File: src/rtl/deadlock_mon_pkg.sv
// Shared defaults and the stall rule for the kernel deadlock monitors.
// Used by the idx0 monitor top and by its persistence counter.
package deadlock_mon_pkg;

  localparam int DEF_AXIS_W    = 1;
  localparam int DEF_IDLE_W    = 2;
  localparam int DEF_BLK_W     = 1;
  localparam int DEF_THRESHOLD = 1000;

  // A kernel that is fully idle is never stalled, whatever its block flags say.
  function automatic logic stall_calc(input logic axis_any, input logic idle_all, input logic blk_any);
    return (axis_any | blk_any) & ~idle_all;
  endfunction

endpackage

File: src/rtl/deadlock_persist_cnt.sv
// Saturating count of consecutive stalled cycles.
// 'hit' pulses on the cycle whose rising edge completes THRESHOLD stalled edges.
module deadlock_persist_cnt
  import deadlock_mon_pkg::*;
#(
  parameter int THRESHOLD = DEF_THRESHOLD
) (
  input  logic clock,
  input  logic reset,
  input  logic stall_now,
  output logic hit
);

  localparam int             CW     = $clog2(THRESHOLD + 1);
  localparam logic [CW-1:0]  THR_C  = CW'(THRESHOLD);
  localparam logic [CW-1:0]  THR_M1 = CW'(THRESHOLD - 1);
  localparam logic [CW-1:0]  ONE_C  = CW'(1);
  localparam logic [CW-1:0]  ZERO_C = CW'(0);

  logic [CW-1:0] cnt_r;
  logic [CW-1:0] cnt_nxt_s;
  logic          hit_s;

  // Next count: clear on any non-stalled cycle, otherwise climb and hold at THRESHOLD.
  always_comb begin
    cnt_nxt_s = cnt_r;
    if (!stall_now) begin
      cnt_nxt_s = ZERO_C;
    end else if (cnt_r < THR_C) begin
      cnt_nxt_s = cnt_r + ONE_C;
    end else begin
      cnt_nxt_s = cnt_r;
    end
  end

  // Counter register.
  always_ff @(posedge clock or posedge reset) begin
    if (reset) begin
      cnt_r <= ZERO_C;
    end else begin
      cnt_r <= cnt_nxt_s;
    end
  end

  // Fires once per run: after saturation cnt_r sits at THRESHOLD, not THRESHOLD-1.
  always_comb begin
    hit_s = 1'b0;
    if (stall_now && (cnt_r == THR_M1)) begin
      hit_s = 1'b1;
    end else begin
      hit_s = 1'b0;
    end
  end

  assign hit = hit_s;

endmodule

File: src/rtl/deadlock_idx0_monitor.sv
// Deadlock detector for kernel idx0: flags a stall that persists THRESHOLD cycles.
// 'block' is a sticky register cleared only by reset.
module deadlock_idx0_monitor
  import deadlock_mon_pkg::*;
#(
  parameter int AXIS_W    = DEF_AXIS_W,
  parameter int IDLE_W    = DEF_IDLE_W,
  parameter int BLK_W     = DEF_BLK_W,
  parameter int THRESHOLD = DEF_THRESHOLD
) (
  input  logic              clock,
  input  logic              reset,
  input  logic [AXIS_W-1:0] axis_block_sigs,
  input  logic [IDLE_W-1:0] inst_idle_sigs,
  input  logic [BLK_W-1:0]  inst_block_sigs,
  output logic              block
);

  logic [AXIS_W-1:0] axis_clean_s;
  logic [IDLE_W-1:0] idle_clean_s;
  logic [BLK_W-1:0]  blk_clean_s;
  logic              axis_any_s;
  logic              idle_all_s;
  logic              blk_any_s;
  logic              stall_now_s;
  logic              hit_s;
  logic              block_r;

  // Unknown flags from the simulated hierarchy count as inactive, keeping stall_now known.
  always_comb begin
    axis_clean_s = {AXIS_W{1'b0}};
    idle_clean_s = {IDLE_W{1'b0}};
    blk_clean_s  = {BLK_W{1'b0}};
    for (int i = 0; i < AXIS_W; i++) axis_clean_s[i] = (axis_block_sigs[i] === 1'b1);
    for (int i = 0; i < IDLE_W; i++) idle_clean_s[i] = (inst_idle_sigs[i] === 1'b1);
    for (int i = 0; i < BLK_W; i++)  blk_clean_s[i]  = (inst_block_sigs[i] === 1'b1);
  end

  assign axis_any_s  = |axis_clean_s;
  assign idle_all_s  = &idle_clean_s;
  assign blk_any_s   = |blk_clean_s;
  assign stall_now_s = stall_calc(axis_any_s, idle_all_s, blk_any_s);

  deadlock_persist_cnt #(
    .THRESHOLD (THRESHOLD)
  ) u_persist (
    .clock     (clock),
    .reset     (reset),
    .stall_now (stall_now_s),
    .hit       (hit_s)
  );

  // Sticky deadlock flag.
  always_ff @(posedge clock or posedge reset) begin
    if (reset) begin
      block_r <= 1'b0;
    end else if (hit_s) begin
      block_r <= 1'b1;
    end else begin
      block_r <= block_r;
    end
  end

  assign block = block_r;

endmodule

File: config.mk
export PLATFORM = sky130hd
export DESIGN_NAME = deadlock_idx0_monitor
export DESIGN_NICKNAME = d
export VERILOG_FILES = /design/src/rtl/deadlock_mon_pkg.sv /design/src/rtl/deadlock_persist_cnt.sv /design/src/rtl/deadlock_idx0_monitor.sv
export SDC_FILE = /design/constraint.sdc
export NUM_CORES = 1
export LEC_CHECK = 0
export ABC_AREA = 0
export ABC_CLOCK_PERIOD_IN_PS = 1650
export CORE_MARGIN = 2
export CORE_UTILIZATION = 25
export DETAILED_ROUTE_END_ITERATION = 10
export DONT_BUFFER_PORTS = 1
export PLACE_DENSITY = 0.43
export SYNTH_ARGS = -nofsm -noshare
export SYNTH_HDL_FRONTEND = slang
export SYNTH_SLANG_ARGS = --single-unit
File: constraint.sdc
create_clock -name clock -period 1.65 [get_ports clock]
set_input_delay 0.2475 -clock clock [delete_from_list [all_inputs] [get_ports clock]]
set_output_delay 0.2475 -clock clock [all_outputs]
set_load 0.02 [all_outputs]
==> impl_results.md, run 1 <==
- Status: completed
- Top cell type by total area after synthesis: dfrtp_1
- Setup tns final: 0 ns
- Worst-path maximum fanout: 5
- Avg Cell Area, Syn: 9.593 sq um
- Crit path kind: register to register
- Clk slew on worst S/H paths: 0.07 ns
- # diodes: 0
- Critical Path End Type: register
- Die Area: 0.003075 sq mm
- Commonest cells post-synth: 11 x dfrtp_1, 8 x nand2_1, 4 x a21oi_1, 4 x buf_2, 4 x nand3_1
- Slew @ Worst Pin: 0.5393 ns
- Crit path buf inv count: 0
- Slowest stage delay, CP: 0.42 ns
- Pwr Density: 755.2 mW/mm^2
- CTS tree: built
- Flop and latch count out of synthesis: 11
- Num ports: 7
- Final HPWL DP: 973.3 um
- Largest net degree at the start of global routing: 12
- Worst r2r dst: u_persist.cnt_r[6]$_DFFE_PP0P_
- RSZ-0062 raised after global routing: false
- Starting density of the core: 0.2648
- Post-Place Worst Slack: 0.2751 ns
- Pint: 398.5 uW
- Seq/Total Area, Yosys: 0.4159
- Die Wd: 55.46 um
- Crit path DAT: 1.58 ns
- Yosys warns: 0
- GRT overflow: 0
- Worst vdd ir: 0.3677 mV
- Most common cell in the netlist: dfrtp_1
- Final critical-path share of the clock period: 0.8412
- Total stage count of the critical path: 4
- Initial antenna violation count: 0
- Setup crit start kind: register
- Synth area leaders: dfrtp_1 42%, mux2i_1 4.5%, nand2_1 4.5%, a21oi_1 3.0%, buf_2 3.0%
- # setup viols final: 0
- Worst Skew: 0.006012 ns
- Number of distinct library cells after synthesis: 34
- Number of buffers created by CTS: 3
- DRT Wirelength: 1.336 mm
- DR DRC count: 0
- Sequential Power Share: 0.558
- Fillers: 267
- Delay-heaviest family, CP: simple AND/OR/NAND/NOR gates
- Highest Clock Rate: 720.4 MHz
- Hold_buf cts: 1
- Critical path, cell by cell: ha_1 > nand4_2 > or4_1 > o21ai_1
- Core area: 0.002500 sq mm
- DR iter-0 viols: 20
- Final setup margin: 0.2619 ns
- Clock latency on the worst-skew pair: 0.27 ns
- Crit path to: u_persist.cnt_r[6]$_DFFE_PP0P_
- # resized after CTS: 0
- P&R area growth vs syn: 8.128%
- Net Count, Synth: 76
- Hold Fails Final Rpt: 0
- Mapped Cells: 69
- Leak: 0.0003055 uW
- NetSw: 142.1 uW
- Pre-antenna DRT Iters: 4
- Max_cap viols: 0
- Post-route cell area: 715.7 sq um
- Switching part of the total power: 0.2628
- # port buffers: 0
- CTS root buf: clkbuf_4
- Layout Utilization: 0.2863
- Hold WC Path Type: primary input to register
- Clk buf depth: 2
- Layout cells sized above 1: 0.1429
- Net count, final: 78
- Combinational Power Share: 0.096
- Post-CTS setup buffers: 0
- GRT Util Overall: 0.1014
- Critical Path Source: u_persist.cnt_r[1]$_DFFE_PP0P_
- Top FF cell, synth: dfrtp_1
- R2r setup slk: 0.26 ns
- Worst R2R Start: u_persist.cnt_r[1]$_DFFE_PP0P_
- Post-DP Area: 679.4 sq um
- Synthesized area: 661.9 sq um
- Max stage delay cell, worst path: or4_1
- Routed Antenna Nets: 0
- WP data required: 1.84 ns
- Post-layout min period: 1.388 ns
- Clock group share of total power: 0.346
- Clock sink count: 11
- First-pass GRT wire length: 2.428 mm
- Routed vias/inst: 5.370
- H-tree Lvls: 1
- Post-synth top area share: 0.4159
- Die Span Y: 55.46 um
- Via Count: 537
- Post-synth ARST share: 1.000
- Row count: 18
- WL/cell: 13.36 um
- Vias in the first global route: 543
- Fin. max-slew vios: 0
- Placer Congestion: 0.8173
- Worst slew margin: 0.6404
- Worst Reg-to-Reg Cells: 4
- Post-synth EDFFs: 0
==> registers in the layout, summed over array words and instances, names as in the netlist <==
signal	cells
block	1
u_persist.cnt_r	10
==> per-stage QoR <==
stage	power [uW]	hold slack [ns]	std cells
6_report	540.5	0.2505	100
5_1_grt	577.3	0.2706	100
4_1_cts	549.4	0.2472	100
3_5_place_dp	358.1	0.1740	95
3_3_place_gp	358.1	0.1724	95
2_1_floorplan	344.7	0.09994	69
==> per-layer routing <==
| layer | routed length, um | track usage |
|---|---|---|
| met5 | 0 | 0 |
| met4 | 14 | 0.03136 |
| met3 | 72 | 0.04684 |
| met2 | 592 | 0.1429 |
| met1 | 656 | 0.1371 |
==> worst min-delay path by stage <==
stage	cells after the start	from	to
floorplan	1	reset	block$_DFFE_PP0P_
global placement	1	reset	u_persist.cnt_r[7]$_DFFE_PP0P_
detailed placement	1	reset	block$_DFFE_PP0P_
CTS	2	inst_idle_sigs[0]	u_persist.cnt_r[8]$_DFFE_PP0P_
global route	2	inst_idle_sigs[0]	u_persist.cnt_r[8]$_DFFE_PP0P_
finish	2	inst_idle_sigs[0]	u_persist.cnt_r[8]$_DFFE_PP0P_
==> kinds of logic (layout without fill, tap and decap cells) <==
logic type	count (synthesis)	in the layout	share of synthesized area
simple gates	29	29	0.2590
compound gates	19	19	0.2193
flops	11	11	0.4159
buf+inv	6	7	0.04159
mux	3	3	0.04537
fa+ha+maj	1	1	0.01890
==> layout make-up <==
class                      count  area, sq um  share of cell area
multi-input combinational     52        359.1              0.5017
sequential                    11        275.3              0.3846
tap                           30        37.54             0.05245
clock buffer                   4        26.28             0.03671
timing repair buffer           1        10.01             0.01399
inverter                       2        7.507             0.01049
==> power groups by stage <==
stage / clock (uW) / sequential [uW] / combinational (uW)
floorplan: 0 / 301 / 43.7
global placement: 0 / 306 / 52.3
detailed placement: 0 / 306 / 52.0
CTS: 195 / 301 / 53.7
global route: 210 / 305 / 62.3
finish: 187 / 302 / 52.0
==> placed cells by master, fill, tap and decap left out, types with 2 or more instances in the layout <==
cell / instances
mux2i_1: 3
and4_1: 2
nand4_1: 2
a21oi_1: 4
o21ai_1: 2
dfrtp_1: 11
o21ai_0: 2
nand2_1: 8
clkbuf_4: 3
nor3_1: 3
inv_1: 2
nand3_1: 4
(Power assumes the default switching activity.)
==> run 2: changes to the inputs <==
ABC_CLOCK_PERIOD_IN_PS = 1270   (was 1650)
PLACE_DENSITY = 0.45   (was 0.43)
clock period = 1.27 ns   (was 1.65 ns; I/O delays follow)
==> impl_results.md, run 2 (synthesis gave the netlist of run 1 again) <==
- Status: completed (unchanged)
- Hold WC Path Type: primary input to register (unchanged)
- DR DRC count: 0 (unchanged)
- # diodes: 0 (unchanged)
- Pint: 546.9 uW (was 398.5 uW)
- Routed vias/inst: 5.313 (was 5.370)
- Worst-path maximum fanout: 4 (was 5)
- Initial antenna violation count: 0 (unchanged)
- H-tree Lvls: 1 (unchanged)
- Hold depth: 2 (unchanged)
- Max_cap viols: 0 (unchanged)
- Crit path DAT: 1.43 ns (was 1.58 ns)
- R2r setup slk: 0.04 ns (was 0.26 ns)
- Final HPWL DP: 1.066 mm (was 973.3 um)
- Commonest non-fill, non-tap cell in the layout: buf_4 (was dfrtp_1)
- RSZ-0062 raised after global routing: true (was false)
- Worst r2r dst: u_persist.cnt_r[6]$_DFFE_PP0P_ (unchanged)
- Pre-antenna DRT Iters: 4 (unchanged)
- Pwr Density: 863.1 mW/mm^2 (was 755.2 mW/mm^2)
- Slew @ Worst Pin: 0.5834 ns (was 0.5393 ns)
- DR iter-0 viols: 29 (was 20)
- Hold Fails Final Rpt: 0 (unchanged)
- Net count, final: 90 (was 78)
- Critical Path Source: u_persist.cnt_r[0]$_DFFE_PP0P_ (was u_persist.cnt_r[1]$_DFFE_PP0P_)
- Post-Place Worst Slack: -0.01558 ns (was 0.2751 ns)
- Number of buffers created by CTS: 3 (unchanged)
- Vias in the first global route: 571 (was 543)
- GRT overflow: 0 (unchanged)
- First-pass GRT wire length: 2.670 mm (was 2.428 mm)
- Worst Skew: 0.001660 ns (was 0.006012 ns)
- Non-Filler Instances: 112 (was 100)
- Largest net degree at the start of global routing: 12 (unchanged)
- Routed Antenna Nets: 0 (unchanged)
- # setup viols final: 0 (unchanged)
- Combinational Power Share: 0.152 (was 0.096)
- # port buffers: 0 (unchanged)
- Placer Congestion: 0.7144 (was 0.8173)
- Clk buf depth: 2 (unchanged)
- Sequential Power Share: 0.520 (was 0.558)
- Num ports: 7 (unchanged)
- Clock group share of total power: 0.328 (was 0.346)
- Final setup margin: 0.04169 ns (was 0.2619 ns)
- GRT Util Overall: 0.1097 (was 0.1014)
- Worst slew margin: 0.6111 (was 0.6404)
- Crit path to: u_persist.cnt_r[6]$_DFFE_PP0P_ (unchanged)
- Clk slew on worst S/H paths: 0.07 ns (about the same)
- Final critical-path share of the clock period: 0.9672 (was 0.8412)
- Worst Reg-to-Reg Cells: 4 (unchanged)
- Clock latency on the worst-skew pair: 0.27 ns (about the same)
- Clock sink count: 11 (unchanged)
- Worst R2R Start: u_persist.cnt_r[0]$_DFFE_PP0P_ (was u_persist.cnt_r[1]$_DFFE_PP0P_)
- CTS tree: built (unchanged)
- Post-layout min period: 1.228 ns (was 1.388 ns)
- Max reg flops: 10 (unchanged)
- Die Span Y: 55.46 um (unchanged)
- DRT Wirelength: 1.668 mm (was 1.336 mm)
- WP data required: 1.47 ns (was 1.84 ns)
- Critical Path End Type: register (unchanged)
- Core area: 0.002500 sq mm (unchanged)
- Setup crit start kind: register (unchanged)
- # placed instances: 103 (was 95)
- Crit path kind: register to register (unchanged)
- Switching part of the total power: 0.2714 (was 0.2628)
- Fin. max-slew vios: 0 (unchanged)
- Highest Clock Rate: 814.1 MHz (was 720.4 MHz)
- Worst vdd ir: 0.7830 mV (was 0.3677 mV)
- Via Count: 595 (was 537)
- Largest register by flop count: u_persist.cnt_r (unchanged)
- NetSw: 203.7 uW (was 142.1 uW)
- Starting density of the core: 0.2648 (unchanged)
- WL/cell: 14.89 um (was 13.36 um)
- Die Wd: 55.46 um (unchanged)
- Layout cells sized above 1: 0.3902 (was 0.1429)
- Leak: 0.0003747 uW (was 0.0003055 uW)
- CTS root buf: clkbuf_4 (unchanged)
- P&R area growth vs syn: 31.38% (was 8.128%)
- Die Area: 0.003075 sq mm (unchanged)
- Most frequent cells in the layout: 11 x buf_4, 8 x nand2_1, 8 x dfrtp_1, 4 x nand3_1 (was 11 x dfrtp_1, 8 x nand2_1, 4 x a21oi_1, 4 x nand3_1)
- Row count: 18 (unchanged)
[run 2: metrics by stage]
| step | utilization | hold WS [ns] | area [sq um] | setup TNS, ns | power [uW] |
|---|---|---|---|---|---|
| after global routing | 0.3478 | 0.1861 | 869.6 | -0.03962 | 796.4 |
| after CTS | 0.3158 | 0.1824 | 789.5 | 0 | 743.5 |
| after detailed placement | 0.2968 | 0.1169 | 742.0 | -0.01558 | 488.7 |
| after global placement | 0.2968 | 0.1227 | 742.0 | 0 | 488.1 |
| final | 0.3478 | 0.1882 | 869.6 | 0 | 750.6 |
| after floorplan | - | 0.04294 | 664.4 | 0 | 449.2 |
[run 2: metal layers]
metal / vias up / GRT usage / part of all wire
met5: - / 0 / 0
met3: 0 / 0.05152 / 0.061
li1: 291 / - / -
met2: 17 / 0.1514 / 0.47
met4: 0 / 0.02091 / 0
met1: 287 / 0.1558 / 0.47
[run 2: power by group through the flow]
stage | clock network (uW) | logic (uW) | registers, uW
after CTS | 255 | 102 | 386
after floorplan | 0 | 57.8 | 391
after detailed placement | 0 | 97.7 | 391
after global routing | 273 | 131 | 393
after global placement | 0 | 97.1 | 391
final | 246 | 114 | 391
[run 2: layout make-up]
type | instances | area (sq um)
Inverter | 2 | 7.507
Timing Repair Buffer | 13 | 112.6
Multi-Input combinational cell | 52 | 406.6
Fill cell | 260 | 1630
Tap cell | 30 | 37.54
Sequential cell | 11 | 279.0
Clock buffer | 4 | 26.28
[run 2: repair_timing]
action / CTS / global route
resized for setup: 3 / 9
pin swaps: 0 / 4
hold buffers: 1 / 0
endpoints found under the hold margin: 11 / 0
setup endpoints to repair: 2 / 10
setup buffers: 0 / 4
[run 2: how the worst min path moves through the flow]
stage                     slack [ns]                              to              start
after floorplan                 0.04               block$_DFFE_PP0P_              reset
after global placement          0.12  u_persist.cnt_r[9]$_DFFE_PP0P_              reset
after detailed placement        0.12  u_persist.cnt_r[9]$_DFFE_PP0P_              reset
after CTS                       0.18  u_persist.cnt_r[8]$_DFFE_PP0P_  inst_idle_sigs[0]
after global routing            0.19  u_persist.cnt_r[8]$_DFFE_PP0P_  inst_idle_sigs[0]
final                           0.19  u_persist.cnt_r[8]$_DFFE_PP0P_  inst_idle_sigs[0]
[run 2: critical path, stage by stage (launching register included)]
cell and delay, ns:
dfrtp_1 0.40, ha_4 0.16, nand4_4 0.11, or4_1 0.41, o21ai_1 0.08
==> patch (settings of run 1) <==
Reset style: synchronous (`reset`), changed in 2 clocked blocks.
--- a/src/rtl/deadlock_persist_cnt.sv
+++ b/src/rtl/deadlock_persist_cnt.sv
@@ -34,7 +34,7 @@
   end
 
   // Counter register.
-  always_ff @(posedge clock or posedge reset) begin
+  always_ff @(posedge clock) begin
     if (reset) begin
       cnt_r <= ZERO_C;
     end else begin
--- a/src/rtl/deadlock_idx0_monitor.sv
+++ b/src/rtl/deadlock_idx0_monitor.sv
@@ -51,7 +51,7 @@
   );
 
   // Sticky deadlock flag.
-  always_ff @(posedge clock or posedge reset) begin
+  always_ff @(posedge clock) begin
     if (reset) begin
       block_r <= 1'b0;
     end else if (hit_s) begin
Function: same outputs for any inputs over 10 cycles, from zero or initial values and one cycle with reset high; that may be too few to reach the edited logic, so the function may still have changed.
==> patch against run 1 <==
- area after synthesis decreased by 5.3%
- highest routed layer is now met3
- count of clock-buffer cells in the layout unchanged
- critical path type unchanged
- worst hold slack got worse by 0.17 ns
- design area decreased by 9.8%
- critical path depth unchanged
- clock skew increased by 0.0030 ns
- core utilization decreased by 2.1 points
- die area decreased by 4.9%
- setup slack improved by 0.039 ns
- wire length decreased by 2.7%
- sequential cell count unchanged
Power is not compared: it rests on default switching activity, and its combinational part moved more than twofold at a synthesized area within 25%.
==> patch: results (changes against run 1) <==
Parameter                              Value

Final layout
  Top reg by flops ... u_persist.cnt_r (unchanged)
  Layout filler cell count ... 261 (was 267)
  Layout cells sized above 1 ... 13.8% (was 14.3%)

Global routing
  Antenna violations before repair ... 0 (unchanged)
  Vias in the first global route ... 463 (was 543)
  Overall overflow remaining after global route ... 0 (unchanged)
  Wire length of the first global-routing pass ... 2100 um (was 2430 um)
  Maximum number of pins on one net before global-route repair ... 13 (was 12)
  All-layer global routing usage ... 10.4% (was 10.1%)

Setup path
  Count of cells along the worst register-to-register path ... 4 (unchanged)
  Endpoint of the worst-slack reg-to-reg timing path ... block (was u_persist.cnt_r[6])
  Arrival time at the worst endpoint ... 1.53 ns (was 1.58 ns)
  Launch point of the worst reg-to-reg path ... u_persist.cnt_r[0] (was u_persist.cnt_r[1])
  Register-to-register setup slack ... 0.30 ns (was 0.26 ns)
  Crit Path Max Fanout ... 5 (unchanged)

Worst hold path
  Worst hold path depth ... 1 (was 2)
  Endpoint, Worst Hold ... block (was u_persist.cnt_r[8])
  Launch point of the worst hold path ... reset (was inst_idle_sigs[0])
  Type of the worst min-delay path ... in -> reg (unchanged)

Clocking
  Post-CTS Setup Repair Bufs ... 0 (unchanged)
  Root buffer cell ... sky130_fd_sc_hd__clkbuf_4 (unchanged)
  Maximum level of the CTS H-tree ... 1 (unchanged)
  PostCTS Resize Cnt ... 0 (unchanged)

Logic synthesis
  Proportion of register bits with asynchronous set or reset after synthesis ... 0% (was 100%)
  Yosys warnings ... 0 (unchanged)
  Most common library cells after synthesis ... sky130_fd_sc_hd__dfxtp_1, sky130_fd_sc_hd__nand3_1, sky130_fd_sc_hd__a211oi_1, sky130_fd_sc_hd__nand2_1, sky130_fd_sc_hd__buf_4 (was sky130_fd_sc_hd__dfrtp_1, sky130_fd_sc_hd__nand2_1, sky130_fd_sc_hd__a21oi_1, sky130_fd_sc_hd__buf_2, sky130_fd_sc_hd__nand3_1)
  Post-synth net total ... 73 (was 76)
  Primary FF master, synth ... sky130_fd_sc_hd__dfxtp_1 (was sky130_fd_sc_hd__dfrtp_1)
  Sequential cell area fraction in the yosys report ... 35.1% (was 41.6%)
  Leading cell types by total area after synthesis ... sky130_fd_sc_hd__dfxtp_1, sky130_fd_sc_hd__a211oi_1, sky130_fd_sc_hd__nand3_1 (was sky130_fd_sc_hd__dfrtp_1, sky130_fd_sc_hd__mux2i_1, sky130_fd_sc_hd__nand2_1)
  Count of different cell masters after synthesis ... 33 (was 34)

Route
  Average wire length per cell after detail routing ... 13.7 um (was 13.4 um)
  Vias per inst ... 5.20 (was 5.37)
  DR iter-0 viols ... 19 (was 20)

Placement
  Routability congestion estimate ... 0.736 (was 0.817)
  HPWL Detailed ... 912 um (was 973 um)

Outcome
  Outcome ... finished, final reports clean (unchanged)

Power
  Leak pwr ... between 0.2 and 0.25 nW
  Maximum ir drop on the vdd rail ... between 0.4 and 0.5 mV

Timing
  Rel. slew slack ... 73.8% (was 64.0%)
  Post-route clock skew ... 0.00897 ns (was 0.00601 ns)
[patch: metrics by stage]
stage                     instance area, um^2  instances  setup WS (ns)  hold slack (ns)
after floorplan                           627         66          0.433            0.356
after global placement                    619         91          0.340            0.362
after detailed placement                  619         91          0.313            0.362
after CTS                                 646         95          0.306           0.0642
after global routing                      646         95          0.200           0.0624
final                                     646         95          0.301           0.0779
[patch: worst max-delay path by stage]
stage               cells after the start  slack (ns)                from  endpoint
CTS                                     4        0.31  u_persist.cnt_r[0]     block
floorplan                               4        0.43  u_persist.cnt_r[0]     block
global route                            4        0.20  u_persist.cnt_r[0]     block
detailed placement                      4        0.31  u_persist.cnt_r[0]     block
global placement                        4        0.34  u_persist.cnt_r[0]     block
finish                                  4        0.30  u_persist.cnt_r[0]     block
[patch: cells by family after synthesis]
logic type               after synthesis  synth area share, %
AO/OA/AOI/OAI                         21                 27.3
adder cells (fa/ha/maj)                1                 2.00
buffers and inverters                  7                 8.38
multiplexers                           2                 3.19
AND/OR/NAND/NOR                       24                 24.0
flip-flops                            11                 35.1
[patch: routing by layer]
| layer | routed length, um | global-route usage (%) | up-vias | share of wire, % |
|---|---|---|---|---|
| met5 | 0 | 0 | - | 0 |
| met4 | 0 | 3.75 | 0 | 0 |
| met3 | 66 | 6.67 | 0 | 5.1 |
| met2 | 586 | 14.4 | 7 | 45 |
| met1 | 646 | 12.8 | 233 | 50 |
| li1 | - | - | 254 | - |
[patch: power by group through the flow]
stage | Clock, W | Combinational, W | Sequential, W
finish | 0.000186 | 0.0000238 | 0.000272
global route | 0.000210 | 0.0000271 | 0.000273
CTS | 0.000195 | 0.0000244 | 0.000272
detailed placement | 0 | 0.0000244 | 0.000279
global placement | 0 | 0.0000245 | 0.000278
floorplan | 0 | 0.0000226 | 0.000278
[patch: cell type report]
cell class,count,area [um^2],share of cell area [%]
clock buffer,4,26.3,4.07
sequential,11,220,34.1
multi-input combinational,48,354,54.8
inverter,2,7.51,1.16
tap,30,37.5,5.81
[patch: critical path, stage by stage, from the launching register on]
cell and delay, ns:
sky130_fd_sc_hd__dfxtp_1 0.39, sky130_fd_sc_hd__ha_1 0.20, sky130_fd_sc_hd__nand2_1 0.13, sky130_fd_sc_hd__or3_1 0.33
sky130_fd_sc_hd__o32ai_1 0.22
